**config.mk**
```make
export PLATFORM = sky130hd
export DESIGN_NAME = fir_coef_loader
export DESIGN_NICKNAME = d
export VERILOG_FILES = /design/src/rtl/fir_coef_loader.sv
export SDC_FILE = /design/constraint.sdc
export NUM_CORES = 1
export LEC_CHECK = 0
export CAP_MARGIN = 30
export CELL_PAD_IN_SITES_DETAIL_PLACEMENT = 0
export CELL_PAD_IN_SITES_GLOBAL_PLACEMENT = 2
export CORE_UTILIZATION = 48
export DETAILED_ROUTE_END_ITERATION = 16
export DONT_BUFFER_PORTS = 1
export PLACE_DENSITY = 0.92
export SKIP_CTS_REPAIR_TIMING = 1
export SYNTH_ARGS = -nofsm -noshare
export SYNTH_HDL_FRONTEND = slang
export SYNTH_SLANG_ARGS = --single-unit
```
**constraint.sdc**
```tcl
create_clock -name clk -period 3.5 [get_ports clk]
set_input_delay 0.525 -clock clk [delete_from_list [all_inputs] [get_ports clk]]
set_output_delay 0.525 -clock clk [all_outputs]
set_load 0.01 [all_outputs]
```
**src/rtl/fir_coef_loader.sv**
```systemverilog
// Coefficient bank and load sequencer for the shared FIR filter.
// Streams the bank on writeen/tlast, then opens the zero-gated sample path.
module fir_coef_loader #(
    parameter int NTAPS = 7,
    parameter int CW    = 8,
    parameter int DW    = 8,
    parameter int AW    = 3
) (
    input  logic          clk,
    input  logic          rst_n,
    input  logic          cfg_we,
    input  logic [AW-1:0] cfg_addr,
    input  logic [CW-1:0] cfg_data,
    input  logic          load_start,
    input  logic [DW-1:0] x_src,
    input  logic          x_src_valid,
    output logic [CW-1:0] coef_val,
    output logic          writeen,
    output logic          tlast,
    output logic [DW-1:0] x_out,
    output logic          busy,
    output logic          done
);

    typedef enum logic [1:0] {IDLE, LOAD, RUN} state_t;

    localparam logic [AW-1:0] LAST_IDX = AW'(NTAPS - 1);
    localparam logic [AW:0]   NTAPS_W  = (AW + 1)'(NTAPS);

    state_t        state;
    logic [AW-1:0] idx;
    logic [CW-1:0] bank [NTAPS];
    logic          bank_we;

    // Bank is frozen while streaming so a load always sends a consistent set.
    assign bank_we = cfg_we && ({1'b0, cfg_addr} < NTAPS_W) && (state != LOAD);

    always_ff @(posedge clk or negedge rst_n) begin
        if (!rst_n) begin
            for (int unsigned i = 0; i < NTAPS; i++) begin
                bank[i] <= '0;
            end
        end else if (bank_we) begin
            bank[cfg_addr] <= cfg_data;
        end
    end

    always_ff @(posedge clk or negedge rst_n) begin
        if (!rst_n) begin
            state    <= IDLE;
            idx      <= '0;
            coef_val <= '0;
            writeen  <= 1'b0;
            tlast    <= 1'b0;
            x_out    <= '0;
            busy     <= 1'b0;
            done     <= 1'b0;
        end else begin
            writeen <= 1'b0;
            tlast   <= 1'b0;
            done    <= tlast;
            busy    <= (state == LOAD);
            x_out   <= (state == RUN && x_src_valid) ? x_src : '0;

            unique case (state)
                IDLE, RUN: begin
                    if (load_start) begin
                        state <= LOAD;
                        idx   <= '0;
                    end
                end
                LOAD: begin
                    coef_val <= bank[idx];
                    writeen  <= 1'b1;
                    tlast    <= (idx == LAST_IDX);
                    if (idx == LAST_IDX) begin
                        state <= RUN;
                    end else begin
                        idx <= idx + 1'b1;
                    end
                end
                default: state <= IDLE;
            endcase
        end
    end

endmodule

```
## Yosys cells after proc, flatten, opt, wreduce, memory -nomap -nowiden

Index checks and enable logic that the tools add are counted.

| cells by class | value |
|---|---|
| add/subtract/negate cells | 1 |
| $lt $le $gt $ge | 4 |
| equal/unequal tests | 7 |
| muxes and demuxes | 15 |
| bitwise gates (word level) | 2 |
| reduce and logical (&&, ||, !) cells | 9 |

Operators by type and width:

| kind | count |
|---|---|
| bitwise mux 56 bit | 1 |
| 2-to-1 mux 8 bit | 4 |
| binary-select mux 8 bit (select 3 bit) | 1 |
| demux 8 bit (select 3 bit) | 1 |
| greater-or-equal comparator 4 bit, second input constant | 2 |
| inverter 3 -> 4 bit | 2 |
| 2-to-1 mux 3 bit | 2 |
| one-hot mux 3 bit (2 select lines) | 1 |
| logical AND 1 bit | 4 |
| less-than comparator 4 x 1 -> 1 bit, second input constant | 1 |
| 2-to-1 mux 2 bit | 2 |
| != test 2 x 1 -> 1 bit, second input constant | 2 |
| != test 2 bit, second input constant | 2 |
| one-hot mux 2 bit (2 select lines) | 1 |
| adder 3 x 1 -> 3 bit, second input constant | 1 |
| equality test 3 bit, second input constant | 1 |
| less-than comparator 3 bit, second input constant | 1 |
| AND reduction 3 bit | 1 |
| equality test 2 x 1 -> 1 bit, second input constant | 1 |
| equality test 2 bit, second input constant | 1 |
| logical NOT 2 bit | 1 |
| 2-to-1 mux 1 bit | 2 |
| AND reduction 2 bit | 1 |
| nonzero test 2 bit | 1 |
| OR reduction 2 bit | 1 |

| word-level totals | value |
|---|---|
| bits in registers | 81 |
| bits of input ports | 24 |

## Depth between registers and ports, before layout

| depth | value |
|---|---|
| depth after elaboration | 6 |
| gate-level depth with buffers | 6 |
| mapped depth without buffers | 5 |

## Least setup slack after synthesis

Ideal clock, no wire load.

| timing path | value |
|---|---|
| kind | input to register |
| from | input port cfg_addr[1] |
| to | register bank[0] (netlist bit) |
| library setup time | 125 ps |
| arrival | 1814 ps |
| data required time | 3375 ps |
| path slack | 1560 ps |
| stages on the path | 4 |
| buffers on the path | 2 |
| path through | clkbuf_1 > or4b_4 > buf_6 > mux2_4 |

| between the ends | value |
|---|---|
| cells in the longest elaborated chain, start to end | 6 |
| elaborated cells on any way between the ends | 10 |
| those cells by class | order compare: 3; mux: 3; bitwise: 1; reduce/logical: 3 |

Ends and longest elaborated chain:

| what | RTL line | RTL |
|---|---|---|
| start, declared | 12 | `input logic [AW-1:0] cfg_addr,` |
| inverter 3 -> 4 bit (implied by the code) | 44 | `bank[cfg_addr] <= cfg_data;` |
| greater-or-equal comparator 4 bit (implied by the code) / less-than comparator 4 x 1 -> 1 bit (equally long branches) | 44 |  |
| logical AND 1 bit (implied by the code) | 44 |  |
| 2-to-1 mux 8 bit (implied by the code) | 44 |  |
| demux 8 bit (select 3 bit) | 44 |  |
| bitwise mux 56 bit | 44 |  |
| end signal, assigned by index | 44 |  |
| end, declared | 32 | `logic [CW-1:0] bank [NTAPS];` |

Several ways; a longest one is shown, not always the timed one.
A chain may end at the register's enable or synchronous reset.

## Worst setup path after layout

| timing path | value |
|---|---|
| from | register state[0] |
| to | register bank[17] (netlist bit) |

| between the ends | value |
|---|---|
| cells in the longest elaborated chain, start to end | 2 |

Ends and longest elaborated chain:

| what | RTL line | RTL |
|---|---|---|
| start, declared | 30 | `state_t state;` |
| start signal, assigned | 50 | `state <= IDLE;` |
| start signal, assigned | 68 | `state <= LOAD;` |
| start signal, assigned | 77 | `state <= RUN;` |
| != test 2 x 1 -> 1 bit | 36 | `assign bank_we = cfg_we && ({1'b0, cfg_addr} < NTAPS_W) && (state != LOAD);` |
| logical AND 1 bit | 36 |  |

No other way between the ends.

==> flow_metrics.env <==
export IMPL_leakage_nw=1.763
export IMPL_grt_usage_pct=19.56
export IMPL_syn_to_final_growth_pct=6.447
export IMPL_critical_path_max_fanout=17
export IMPL_post_drt_wl_per_cell_um=19.75
export IMPL_fp_dieH_um=89.19
export IMPL_slowest_delay_ps=670
export IMPL_io_pins=44
export IMPL_yosys_warnings=0
export IMPL_cts_root_buf="clkbuf_8"
export IMPL_final_cells=355
export IMPL_grt_pass1_vias=1999
export IMPL_cts_path_max_buffers=2
export IMPL_cp_cell_sequence="nand2b_1 -> inv_6 -> nor4_4 -> mux2_2"
export IMPL_portBuffers=0
export IMPL_yosysSeqAreaShare_pct=54.87
export IMPL_rr_endpoint="bank[17]$_DFFE_PN0P_"
export IMPL_cp_arrival_ps=2550
export IMPL_muxShareOfSynthArea_pct=26.92
export IMPL_worstSetupEndpointType="flop"
export IMPL_final_setup_tns_ps=0
export IMPL_first_pass_iters=4
export IMPL_min_period_over_period_pct=65.93
export IMPL_die_x_um=89.19
export IMPL_cts_sinks=80
export IMPL_hold_viol=0
export IMPL_synth_seq_cells=80
export IMPL_htreeDepth=3
export IMPL_synthArstFlopShare_pct=100.0
export IMPL_ys_flop_type="dfrtp_1"
export IMPL_cp_top_family="simple AND/OR/NAND/NOR gates"
export IMPL_p_per_area_nw_per_um2=891.1
export IMPL_worst_slew_pin_slew_ps=747.9
export IMPL_vias=2004
export IMPL_slowest_stage="nor4_4"
export IMPL_overflow=0
export IMPL_cp_buffers_inverters=1
export IMPL_fin_skew_ps=12.20
export IMPL_path_class="reg2reg"
export IMPL_via_per_inst=5.645
export IMPL_rsz0062_at_grt="no"
export IMPL_initial_core_util_pct=50.03
export IMPL_synth_compound_area_share_pct=5.898
export IMPL_period_minus_slack_ps=2308
export IMPL_rr_worst_depth=4
export IMPL_grt_max_degree=81
export IMPL_cts_inserted_buffers=9
export IMPL_coreArea_um2=7292
export IMPL_worstReg2RegStart="state[0]$_DFFE_PN0P_"
export IMPL_syn_area_per_cell_um2=14.36
export IMPL_synth_fp_nets=280
export IMPL_grt_first_pass_wirelength_um=11080
export IMPL_whs_ps=47.14
export IMPL_synthXorXnorAreaFrac_pct=0.2401
export IMPL_nets=277
export IMPL_max_freq_mhz=433.4
export IMPL_synth_cell_types=36
export IMPL_ir_worst_vdd_mv=0.3032
export IMPL_antenna_found_initial=0
export IMPL_synth_top_family_by_area="multiplexers"
export IMPL_antenna_cells=0
export IMPL_place_hpwl_um=4800
export IMPL_setup_violations_final=0
export IMPL_drive_gt1_share_pct=42.58
export IMPL_final_max_slew_viol_count=0
export IMPL_place_congestion=0.7835
export IMPL_die_area_um2=7954
export IMPL_clkTransAtPathRegs_ps=90
export IMPL_rrSetupSlack_ps=1190
export IMPL_drc=0
export IMPL_cp_data_required_time_ps=3750
export IMPL_routed_wl_um=7010
export IMPL_synth_edff_count=0
export IMPL_post_route_util_pct=53.26
export IMPL_power_mw=3.461
export IMPL_clk_latency_ps=360
export IMPL_hp_class="in2async"
export IMPL_num_rows=31
export IMPL_yosys_area_share_simple_pct=8.059
export IMPL_drt_iter0_markers=64
export IMPL_ant_nets=0
export IMPL_syn_cell_area_um2=3648
export IMPL_synth_cells=254
export IMPL_relSlewSlack_pct=49.77
export IMPL_dp_cells=338
export IMPL_synthAdderAreaFrac_pct=0.6859
export IMPL_startpoint_type="flop"
export IMPL_cts_tree="built"
export IMPL_status="finished clean"
export IMPL_max_cap_violations=0
## synthesized netlist by cell type (3+ instances only)
cell / number / share of area (%)
a21oi_1: 9 / 1.2
a221oi_1: 8 / 1.9
and2_1: 8 / 1.4
buf_6: 4 / 1.2
clkbuf_1: 5 / 0.51
dfrtp_1: 80 / 55
inv_1: 3 / 0.31
mux2_2: 65 / 20
mux2_4: 16 / 6.6
nand2_1: 10 / 1.0
nand2b_1: 3 / 0.51
o221ai_1: 8 / 1.9
## per-stage QoR
stage | setup slack, ps | area, um2
2_1_floorplan | 1560 | 3649
3_3_place_gp | 1275 | 3679
3_5_place_dp | 1211 | 3679
4_1_cts | 1178 | 3856
5_1_grt | 1051 | 3884
6_report | 1192 | 3884
## cells in the final DEF (no fill, tap or decap)
cell	netlist	layout
a41oi_1	1	1
inv_1	3	3
clkbuf_8	0	9
and2b_1	1	1
nor2_1	1	1
mux2_4	16	16
nor3_2	1	1
or4b_4	2	2
nor4_4	2	2
nand2b_1	3	3
clkinvlp_4	0	3
ha_1	2	2
or2_2	2	2
and2_1	8	8
clkinv_2	0	1
a21oi_1	9	9
nand3b_1	2	2
and3_1	1	1
nor3b_1	1	1
o221ai_1	8	8
nor2b_1	2	2
buf_16	0	1
nand2_1	10	10
a221oi_1	8	8
clkinv_4	0	1
mux2_2	65	65
or3b_2	1	1
nor4b_4	1	1
o22ai_1	1	1
dfrtp_1	80	80
nor3_1	2	2
buf_4	2	1
xnor2_1	1	1
mux2i_1	1	1
a21o_1	2	2
inv_6	1	3
## flip-flops by register name, indices dropped and copies added (netlist names)
signal / count
bank: 56
idx: 3
tlast: 1
state: 2
busy: 1
x_out: 8
coef_val: 8
done: 1
## where the power goes
part           total (mW)  leakage, nW  switching, mW  internal, mW
Sequential           1.64         1.02          0.305          1.34
Clock               0.622       0.0822          0.360         0.262
Combinational        1.20        0.665          0.507         0.690
Total                3.46         1.76           1.17          2.29
## kinds of logic (layout without fill, tap and decap cells)
logic type	Yosys count	in the layout
AND/OR/NAND/NOR	40	40
multiplexers	82	82
flip-flops	80	80
AO/OA/AOI/OAI	29	29
buffers and inverters	20	22
adder cells (fa/ha/maj)	2	2
XOR/XNOR	1	1
## worst max path at each step
stage	startpoint	to	slack [ps]	cells past startpoint
finish	state[0]$_DFFE_PN0P_	bank[17]$_DFFE_PN0P_	1190	4
global route	state[0]$_DFFE_PN0P_	bank[17]$_DFFE_PN0P_	1050	4
CTS	state[0]$_DFFE_PN0P_	bank[14]$_DFFE_PN0P_	1180	4
detailed placement	state[0]$_DFFE_PN0P_	bank[17]$_DFFE_PN0P_	1210	4
global placement	state[0]$_DFFE_PN0P_	bank[10]$_DFFE_PN0P_	1280	4
floorplan	cfg_addr[1]	bank[0]$_DFFE_PN0P_	1560	4
## final cells by class
type                    instances  area [um2]
clock buffers                   9       123.9
clock inverters                 7       53.80
fillers                       645        3408
inverters                       4       20.02
multi-input cells             154        1525
flip-flops and latches         80        2002
well taps                      99       123.9
repair buffers                  2       35.03
## routing by layer
layer  GRT usage (%)  wire length [um]  vias to the layer above
met5               0                 0                        -
met4           8.658               154                        0
met3           6.833               396                       12
met2           30.05              3378                       36
met1           25.15              3081                     1037
li1                -                 -                      919
## worst register-to-register path, cell delays in order, from the launching register on
cell	delay, ps
dfrtp_1	500
nand2b_1	450
inv_6	160
nor4_4	670
mux2_2	420
Note: power is estimated with default switching activity, not from simulation.
==> variant 1: new RTL, same flow settings <==
Set the parameter `CW` to 10 (it was 8).
--- a/src/rtl/fir_coef_loader.sv
+++ b/src/rtl/fir_coef_loader.sv
@@ -4,3 +4,3 @@
     parameter int NTAPS = 7,
-    parameter int CW    = 8,
+    parameter int CW    = 10,
     parameter int DW    = 8,
Ports: changed (resized cfg_data and coef_val); port bits go from 44 to 48. No check against the original RTL was run, so the function may have changed too.
==> variant 1 against the unedited design <==
Largest power group unchanged. Worst setup slack got worse by 0.21 ns. Highest routed layer unchanged. Final area increased by 17%. Sequential cell count increased by 16. Critical endpoint is now bank[32]$_DFFE_PN0P_. Maximum frequency decreased by 8.3%. Hold slack improved by 0.013 ns. Largest cell class unchanged. Non-clock buffer count increased by 4. Wire length increased by 24%. Synthesized area increased by 16%. Power increased by 18%.
==> variant 1: results (changes against the unedited design) <==
* Status: finished, final reports clean
* Post-place instance area at 4340 µm² (+18%)
* WL met3 at 459 µm (+16%)
* Seq/Total Area, Yosys at 0.567 (+0.0180)
* Global-route wire length before repair at 13.8 mm (+24%)
* Routed wl met2 at 4.11 mm (+22%)
* Worst R2R Setup Slack at 0.98 ns (-0.21 ns)
* Hold WS at 0.0603 ns (+0.0132 ns)
* Synth top area cells: dfrtp_1, mux2_2, mux2_4
* Fin cells at 406 (+14%)
* Syn_nets at 327 (+17%)
* Synth top cells by count: dfrtp_1, mux2_2, nand2_1
* Filler cells at 693 (+7.4%)
* Clock Skews at 0.00907 ns (-0.00312 ns)
* GRT Overall Usage at 0.211 (+0.0151)
* Syn_area_per_cell at 14.2 µm² (-1.3%)
* Pleak at 2.07 nW (+17%)
* Gpl congestion at 0.711 (-9.3%)
* Met2 global-route usage at 0.332 (+0.0317)
* Placed insts at 391 (+16%)
* Worst stage delay on the critical path at 0.87 ns (+0.20 ns)
* Area growth from synthesis to layout at 7.32%
* Post-Place Setup Slack at 1.02 ns (-0.187 ns)
* Met1 WL at 4.03 mm (+31%)
* Crit share post-route at 0.719 (+0.0596)
* Final wirelength at 8.72 mm (+24%)
* CP max-delay cell: or4b_1
* 1st-iter DRT viols at 129 (+100%)
* Worst-path fanout max at 16 (-1)
* Biggest regs: bank x70, coef_val x10, x_out x8
* Crit Reg-Reg Endpoint: bank[32]$_DFFE_PN0P_
* Largest net degree at the start of global routing at 97 (+20%)
* Number of global-route vias before repair at 2533 (+27%)
* Met3 usage at 0.0513 (-0.0170)
[variant 1: cell type report]
| class | count | area share |
|---|---|---|
| repair buffers | 6 | 0.0143 |
| flip-flops and latches | 96 | 0.528 |
| well taps | 105 | 0.0289 |
| multi-input cells | 181 | 0.385 |
| inverters | 4 | 0.00330 |
| clock buffers | 11 | 0.0311 |
| clock inverters | 3 | 0.00963 |
[variant 1: cell families after synthesis]
logic type,synth area share
simple gates,0.0611
fa+ha+maj,0.00590
mux,0.280
buf+inv,0.0233
compound gates,0.0614
flops,0.567
xor+xnor,0.00207
[variant 1: power by group through the flow]
stage                     sequential (mW)  clock [mW]  combinational [mW]
after floorplan                      1.84           0                1.20
after global placement               1.95           0                1.35
after detailed placement             1.98           0                1.40
after CTS                            1.96       0.722                1.41
after global routing                 2.03       0.763                1.56
final                                1.95       0.703                1.43
==> variant 2: new RTL, same settings <==
Made on the original files. Register the input `x_src` before use, cleared by the reset. The logic sees it one clock later. The other inputs are not delayed to match.
--- a/src/rtl/fir_coef_loader.sv
+++ b/src/rtl/fir_coef_loader.sv
@@ -28,2 +28,12 @@
     localparam logic [AW:0]   NTAPS_W  = (AW + 1)'(NTAPS);
+
+    logic [DW-1:0] x_src_q;
+
+    always_ff @(posedge clk or negedge rst_n) begin
+        if (!rst_n) begin
+            x_src_q <= '0;
+        end else begin
+            x_src_q <= x_src;
+        end
+    end
 
@@ -62,3 +72,3 @@
             busy    <= (state == LOAD);
-            x_out   <= (state == RUN && x_src_valid) ? x_src : '0;
+            x_out   <= (state == RUN && x_src_valid) ? x_src_q : '0;
 
Function: changed (Yosys sat finds a counterexample within 10 cycles, from zero or initial values and one cycle with rst_n low).
==> variant 2 against the unedited design <==
Power grew 6.4%. Maximum frequency grew 2.5%. Wire length grew 4.7%. Clock power grew 18%. Global-route usage grew 0.12 points. Largest cell class unchanged. Worst setup slack gained 0.057 ns. Synthesized cell count grew 3.1%. Non-clock buffer count is the same. Synthesized area grew 5.5%. Sequential power grew 4%. Sequential cell count grew 8. Final area grew 6.1%.
==> variant 2: results (changes against the unedited design) <==
* Layout Nets at 285 (+2.9%)
* Rel. slew slack at 0.524 (+0.0261)
* 1st-iter DRT viols at 89 (+39%)
* Status: finished, final reports clean
* Synth top cells by count: dfrtp_1, mux2_2, mux2_4
* Largest net degree at the start of global routing at 89 (+9.9%)
* Via density at 5.74 (+1.7%)
* GRT Overall Usage at 0.197 (+0.00122)
* Synth top area cells: dfrtp_1, mux2_2, mux2_4
* Gpl congestion at 0.733 (-6.5%)
* Number of global-route vias before repair at 2222 (+11%)
* CTS clk-pin slew, worst paths at 0.09 ns (about the same)
* Crit Reg-Reg Endpoint: bank[3]$_DFFE_PN0P_
* Initial antenna violation count at 0 (unchanged)
* Worst path top cell family by delay: simple AND/OR/NAND/NOR gates
* Final wirelength at 7.34 mm (+4.7%)
* Pleak at 1.88 nW (+6.7%)
* Worst R2R Setup Slack at 1.25 ns (+0.06 ns)
* Total number of vias at 2101 (+4.8%)
* TritonCTS Buffers at 9 (unchanged)
* Mapped Cells at 262 (+3.1%)
* Pre-antenna DRT Iters at 5 (+1)
* Dpl hpwl at 4.74 mm (-1.2%)
* Placed insts at 349 (+3.3%)
* Maximum VDD drop at 0.399 mV (+32%)
* Crit end category: flop
* PortBufs at 0 (unchanged)
* Syn_nets at 288 (+2.9%)
* Global-route wire length before repair at 12.4 mm (+12%)
* Clock Skews at 0.00827 ns (-0.00392 ns)
* WP data arrival at 2.49 ns (-0.06 ns)
* CP max-delay cell: or4b_4
* Seq/Total Area, Yosys at 0.572 (+0.0235)
* Layout cells sized above 1 at 0.413 (-0.0129)
-- variant 2: cell types whose count changed after synthesis --
cell	before	now
dfrtp_1	80	88
-- variant 2: worst register-to-register path: stages (launching register included) --
cell      delay (ns)
dfrtp_1         0.50
nand2b_1        0.44
inv_6           0.17
or4b_4          0.68
mux2_4          0.34
-- variant 2: per-stage QoR --
| step | cell area (µm²) | setup WS, ns | total power, mW | hold WS [ns] | utilization |
|---|---|---|---|---|---|
| after detailed placement | 3880 | 1.25 | 2.95 | 0.232 | 0.502 |
| final | 4120 | 1.25 | 3.68 | 0.0509 | 0.533 |
| after global routing | 4120 | 1.08 | 3.92 | 0.0875 | 0.533 |
| after CTS | 4090 | 1.24 | 3.69 | -0.168 | 0.529 |
| after floorplan | 3850 | 1.56 | 2.71 | 0.229 | - |
| after global placement | 3880 | 1.31 | 2.91 | 0.231 | 0.502 |
-- variant 2: cell type report --
| cell class | instances | area [µm²] |
|---|---|---|
| Timing Repair Buffer | 2 | 35.0 |
| Fill cell | 648 | 3610 |
| Tap cell | 102 | 128 |
| Clock inverter | 7 | 85.1 |
| Sequential cell | 88 | 2200 |
| Inverter | 4 | 20.0 |
| Multi-Input combinational cell | 154 | 1530 |
| Clock buffer | 9 | 124 |
-- variant 2: worst min-delay path by stage --
stage | start | endpoint | slack [ns] | cells after the start
6_report | rst_n | bank[24]$_DFFE_PN0P_ | 0.05 | 1
5_1_grt | rst_n | bank[32]$_DFFE_PN0P_ | 0.09 | 1
4_1_cts | rst_n | bank[55]$_DFFE_PN0P_ | -0.17 | 0
3_5_place_dp | rst_n | bank[24]$_DFFE_PN0P_ | 0.23 | 0
3_3_place_gp | rst_n | bank[24]$_DFFE_PN0P_ | 0.23 | 0
2_1_floorplan | rst_n | bank[0]$_DFFE_PN0P_ | 0.23 | 0
-- variant 2: where the power goes --
group	internal (mW)	switching, mW	total (mW)
Clock	0.346	0.388	0.735
Sequential	1.43	0.279	1.71
Combinational	0.689	0.545	1.23
-- variant 2: logic make-up (layout without fill, tap and decap cells) --
| logic type | count (synthesis) | in the layout | synth area share |
|---|---|---|---|
| AO/OA/AOI/OAI | 29 | 29 | 0.0559 |
| XOR/XNOR | 1 | 1 | 0.00228 |
| adder cells (fa/ha/maj) | 2 | 2 | 0.00650 |
| buffers and inverters | 20 | 22 | 0.0315 |
| flip-flops | 88 | 88 | 0.572 |
| multiplexers | 82 | 82 | 0.255 |
| AND/OR/NAND/NOR | 40 | 40 | 0.0764 |
-- variant 2: per-layer routing --
layer | vias up | wire length, µm | share of wire | GRT usage
li1 | 941 | - | - | -
met2 | 52 | 3330 | 0.45 | 0.283
met4 | 0 | 31 | 0.0042 | 0.0489
met5 | - | 0 | 0 | 0
met3 | 4 | 415 | 0.057 | 0.0687
met1 | 1104 | 3560 | 0.49 | 0.285
